**src/rtl/encoder4x2_rr_pkg.sv**
```systemverilog
// Shared sizing, types and helpers for the registered 4-to-2 round-robin encoder.
// N_REQ/IDX_W/RST_PTR are the common encoder definitions used by every file in this slice.
package encoder4x2_rr_pkg;

  localparam int N_REQ = 4;
  localparam int IDX_W = 2;

  typedef logic [IDX_W-1:0] idx_t;
  typedef logic [N_REQ-1:0] req_t;

  // Pointer reset value: the last-granted index is taken as 3 so the first search begins at 0.
  localparam idx_t RST_PTR = 2'b11;

  typedef enum logic {
    ARB_FIXED = 1'b0,
    ARB_RR    = 1'b1
  } arb_mode_t;

  function automatic req_t onehot(input idx_t idx);
    req_t v;
    v = '0;
    v[idx] = 1'b1;
    return v;
  endfunction

endpackage

```
**src/rtl/encoder4x2_rr_pick4.sv**
```systemverilog
// Combinational picker: round-robin search after ptr, or fixed priority with index 3 highest.
// any flags that at least one request is present; sel is meaningless when any is low.
module rr_pick4
  import encoder4x2_rr_pkg::*;
(
  input  logic [N_REQ-1:0] req,
  input  logic [IDX_W-1:0] ptr,
  input  logic             rr_en,
  output logic [IDX_W-1:0] sel,
  output logic             any
);

  idx_t cand_idx [N_REQ];
  logic [N_REQ-1:0] cand_hit;
  idx_t rr_sel;
  idx_t fp_sel;

  // Candidate gi is the index gi+1 steps after the last grant; 2-bit arithmetic gives the wrap.
  generate
    for (genvar gi = 0; gi < N_REQ; gi++) begin : g_cand
      assign cand_idx[gi] = ptr + idx_t'(gi + 1);
      assign cand_hit[gi] = req[cand_idx[gi]];
    end
  endgenerate

  always_comb begin
    rr_sel = '0;
    for (int k = N_REQ - 1; k >= 0; k--) begin
      if (cand_hit[k]) begin
        rr_sel = cand_idx[k];
      end
    end
  end

  always_comb begin
    fp_sel = '0;
    for (int i = 0; i < N_REQ; i++) begin
      if (req[i]) begin
        fp_sel = idx_t'(i);
      end
    end
  end

  assign any = |req;
  assign sel = (arb_mode_t'(rr_en) == ARB_RR) ? rr_sel : fp_sel;

endmodule

```
**src/rtl/encoder4x2_rr.sv**
```systemverilog
// Registered 4-to-2 encoder: latches request pulses as pending and hands out one index per
// valid/ready transfer. All outputs come straight from registers.
module encoder4x2_rr
  import encoder4x2_rr_pkg::*;
#(
  parameter bit RR_EN = 1'b1
) (
  input  logic             clk,
  input  logic             rst,
  input  logic             en,
  input  logic [N_REQ-1:0] din,
  input  logic             ready,
  output logic [IDX_W-1:0] dout,
  output logic             valid,
  output logic [N_REQ-1:0] pend
);

  req_t pend_reg, pend_next;
  idx_t dout_reg, dout_next;
  idx_t ptr_reg, ptr_next;
  logic valid_reg, valid_next;

  idx_t sel;
  logic any;
  logic load;
  req_t clr;
  req_t set_mask;

  rr_pick4 u_pick (
    .req   (pend_reg),
    .ptr   (ptr_reg),
    .rr_en (RR_EN),
    .sel   (sel),
    .any   (any)
  );

  always_comb begin
    load       = 1'b0;
    clr        = '0;
    set_mask   = '0;
    pend_next  = pend_reg;
    dout_next  = dout_reg;
    ptr_next   = ptr_reg;
    valid_next = valid_reg;

    // The slot may refill whenever it is empty or being emptied this cycle.
    load = (!valid_reg || ready) && any;

    if (load) begin
      clr        = onehot(sel);
      dout_next  = sel;
      ptr_next   = sel;
      valid_next = 1'b1;
    end else if (valid_reg && ready) begin
      valid_next = 1'b0;
    end

    set_mask = en ? din : '0;
    // Clear is applied before set so a fresh request on the granted bit stays pending.
    pend_next = (pend_reg & ~clr) | set_mask;
  end

  always_ff @(posedge clk) begin
    if (rst) begin
      pend_reg  <= '0;
      dout_reg  <= '0;
      ptr_reg   <= RST_PTR;
      valid_reg <= 1'b0;
    end else begin
      pend_reg  <= pend_next;
      dout_reg  <= dout_next;
      ptr_reg   <= ptr_next;
      valid_reg <= valid_next;
    end
  end

  assign dout  = dout_reg;
  assign valid = valid_reg;
  assign pend  = pend_reg;

endmodule
```
**config.mk**
```make
export PLATFORM = sky130hd
export DESIGN_NAME = encoder4x2_rr
export DESIGN_NICKNAME = d
export VERILOG_FILES = /design/src/rtl/encoder4x2_rr_pkg.sv /design/src/rtl/encoder4x2_rr_pick4.sv /design/src/rtl/encoder4x2_rr.sv
export SDC_FILE = /design/constraint.sdc
export NUM_CORES = 1
export LEC_CHECK = 0
export CORE_AREA = 2 2 39 41
export DETAILED_ROUTE_END_ITERATION = 10
export DIE_AREA = 0 0 41 43
export PLACE_DENSITY = 0.64
export SYNTH_ARGS = -nofsm -noshare
export SYNTH_HDL_FRONTEND = slang
export SYNTH_SLANG_ARGS = --single-unit
```
**constraint.sdc**
```tcl
create_clock -name clk -period 1.4 [get_ports clk]
set_input_delay 0.28 -clock clk [delete_from_list [all_inputs] [get_ports clk]]
set_output_delay 0.28 -clock clk [all_outputs]
set_load 0.05 [all_outputs]
```
==> results of run 1 <==
-- worst max-delay path: stages (launching register included) --
cell	delay (ps)
dfxtp_4	370
or2_4	260
a311oi_4	320
nand3_1	120
o21a_1	190
-- worst paths after layout --
path	from	end	slack, ps	cells after the start
worst min-delay path	dout[1]	dout[1]	490	2
worst min register to register	dout[1]	dout[1]	490	2
worst max register to register	pend[0]	pend[3]	40	4
worst max-delay path	pend[0]	pend[3]	40	4
-- power breakdown --
group	switching (µW)	total (µW)	internal, µW
Combinational	213	442	229
Sequential	53.7	347	294
Clock	88.3	198	110
-- layer usage --
layer,vias to the layer above,share of wire (%)
li1,248,-
met1,215,48
met2,13,46
met3,2,4.0
met4,0,1.5
met5,-,0
-- cell families after synthesis --
family	Yosys count
buffers and inverters	3
AOI/OAI and AO/OA	21
and+or+nand+nor	21
DFF	9
-- placed cells by master, fill, tap and decap left out, drive strengths merged, types with 2 or more instances in the layout --
| cell | n |
|---|---|
| dfxtp | 9 |
| buf | 14 |
| a311oi | 2 |
| nand2 | 7 |
| a211oi | 4 |
| a21oi | 11 |
| nand2b | 3 |
| clkdlybuf4s50 | 7 |
| clkbuf | 4 |
| inv | 2 |
| nor3 | 2 |
| nor2 | 5 |
-- layout make-up --
class                      instances  area, µm²
timing repair buffer              21        263
clock buffer                       4       26.3
sequential                         9        190
multi-input combinational         42        293
fill                             122        584
inverter                           2       7.51
tap                               16       20.0
-- Yosys cell counts --
library cell,count
o21a_1,1
nand3_1,1
inv_1,2
a311oi_4,1
a211oi_1,1
a211oi_2,3
a21o_1,1
nand2_1,7
nand2b_1,3
o21ai_0,1
nor3b_1,1
or2_4,1
a21oi_1,11
nor4_2,1
clkbuf_1,1
nor3_1,2
dfxtp_1,9
a311oi_1,1
nor2_1,5
o31a_1,1
-- metrics by stage --
| step | area, µm² | setup TNS [ps] | setup WS (ps) |
|---|---|---|---|
| after floorplan | 473 | 0 | 1.61 |
| after global routing | 800 | -43.7 | -30.8 |
| final | 800 | 0 | 40.7 |
| after global placement | 737 | -203 | -67.1 |
| after detailed placement | 737 | -175 | -67.0 |
| after CTS | 778 | 0 | 41.7 |
-- what timing repair did --
action / in CTS / in global routing
setup endpoints to repair: 2 / 6
gates resized for setup: 0 / 3
buffers inserted: 2 / 0
pin swaps: 1 / 0
hold endpoints to repair: 0 / 0
cloned: 0 / 0
==> flow_summary.yaml, run 1 <==
setup_path:
  timing.critical_path.arrival_ps: 1510
  cp_max_fo: 5
  worstPathRequired_ps: 1550
  cp-start-kind: "flip-flop"
  worstSetupPathType: "flip-flop to flip-flop"
  cp-end-kind: "flip-flop"
synth:
  synth_area_per_cell_um2: 8.57
  synthCells: 54
  synth-simple-area-share_pct: 23.2
  synth_compound_area_share_pct: 35.4
  synth_area_um2: 463
  yosys_warnings: 0
  netlist.area_leader.share_pct: 38.9
  ys_seq_area_share_pct: 38.9
  synth_top_family_by_area: "compound AO/OA/AOI/OAI gates"
  synth_adder_area_share_pct: 0
  yosys.area.top_type: "dfxtp_1"
  synth_xor_area_share_pct: 0
  syn-num-nets: 62
  synth_cell_types: 20
  synth_seq_cells: 9
  ys_top_cells_by_area: "dfxtp_1 (39%), a21oi_1 (12%), a211oi_2 (8.1%)"
  muxShareOfSynthArea_pct: 0
floorplan:
  num_rows: 14
  start_util_pct: 33.5
  dieHeight_um: 43
  die_area_um2: 1760
  dieWidth_um: 41
  boundaryPins: 15
  core_um2: 1380
clock_network:
  clk_path_buf_depth: 2
  path_clk_slew_ps: 60
  tritoncts: "done"
  cts_sinks: 9
  hold_buffers: 0
  clock_latency_ps: 260
  htreeDepth: 1
  cts_root_buffer: "clkbuf_4"
  cts_buffers: 3
sta:
  period_needed_ps: 1360
  rsz0062_at_grt: "yes"
  timing.fmax_mhz: 736
  fin_skew_ps: 2.38
  final-max-slew-violation-count: 0
  max_slew.worst_pin.slew_ps: 395
  slew_headroom_pct: 73.6
  hold_violations: 0
  whs_ps: 493
  setup_violations: 0
  fin_crit_sh_pct: 97.1
routing:
  vias: 478
  drt_first_iter_violations: 9
  drtAntennaViolNets: 0
  avgRoutedWirePerCell_um: 11.9
  wl_um: 1120
  drcViolationCount: 0
  first_pass_iters: 2
  via_per_inst: 5.09
finish:
  final_util_pct: 57.8
  drive_gt1_share_pct: 37.2
  finalNetCount: 87
  largest_reg_flops: 4
  diodes: 0
  layout.cells.non_filler: 94
  syn2layout_area_growth_pct: 72.7
power:
  ir_worst_vdd_mv: 0.961
  power_density_nw_per_um2: 1240
  p_total_uw: 988
  power.leakage_uw: 0.000308
global_routing:
  busiest_layer: "met1"
  grt_pass1_vias: 399
  use_met2_pct: 17.2
  grt_pass1_wl_um: 1660
  grt_max_degree: 11
  grt.total_usage_pct: 14.2
  grt_use_met3_pct: 1.57
  use_met1_pct: 22.1
  grt-ovfl-total: 0
  antenna_found_initial: 0
placed_design:
  dp.cells: 88
  io_buffers: 14
  routabilityCongestion: 0.739
  dp_hpwl_um: 858
worst_hold_path:
  hold_class: "flip-flop to flip-flop"
flow_run:
  drv_cap: 0
status:
  status: "finished clean"
No activity file was read; power rests on OpenSTA's default activity.
==> run 2, diff against run 1 <==
Settings changed: CTS_CLUSTER_DIAMETER from default to 120.
==> results of run 2 <==
Same layout as run 1: the final DEF is identical, and so are final timing and power.
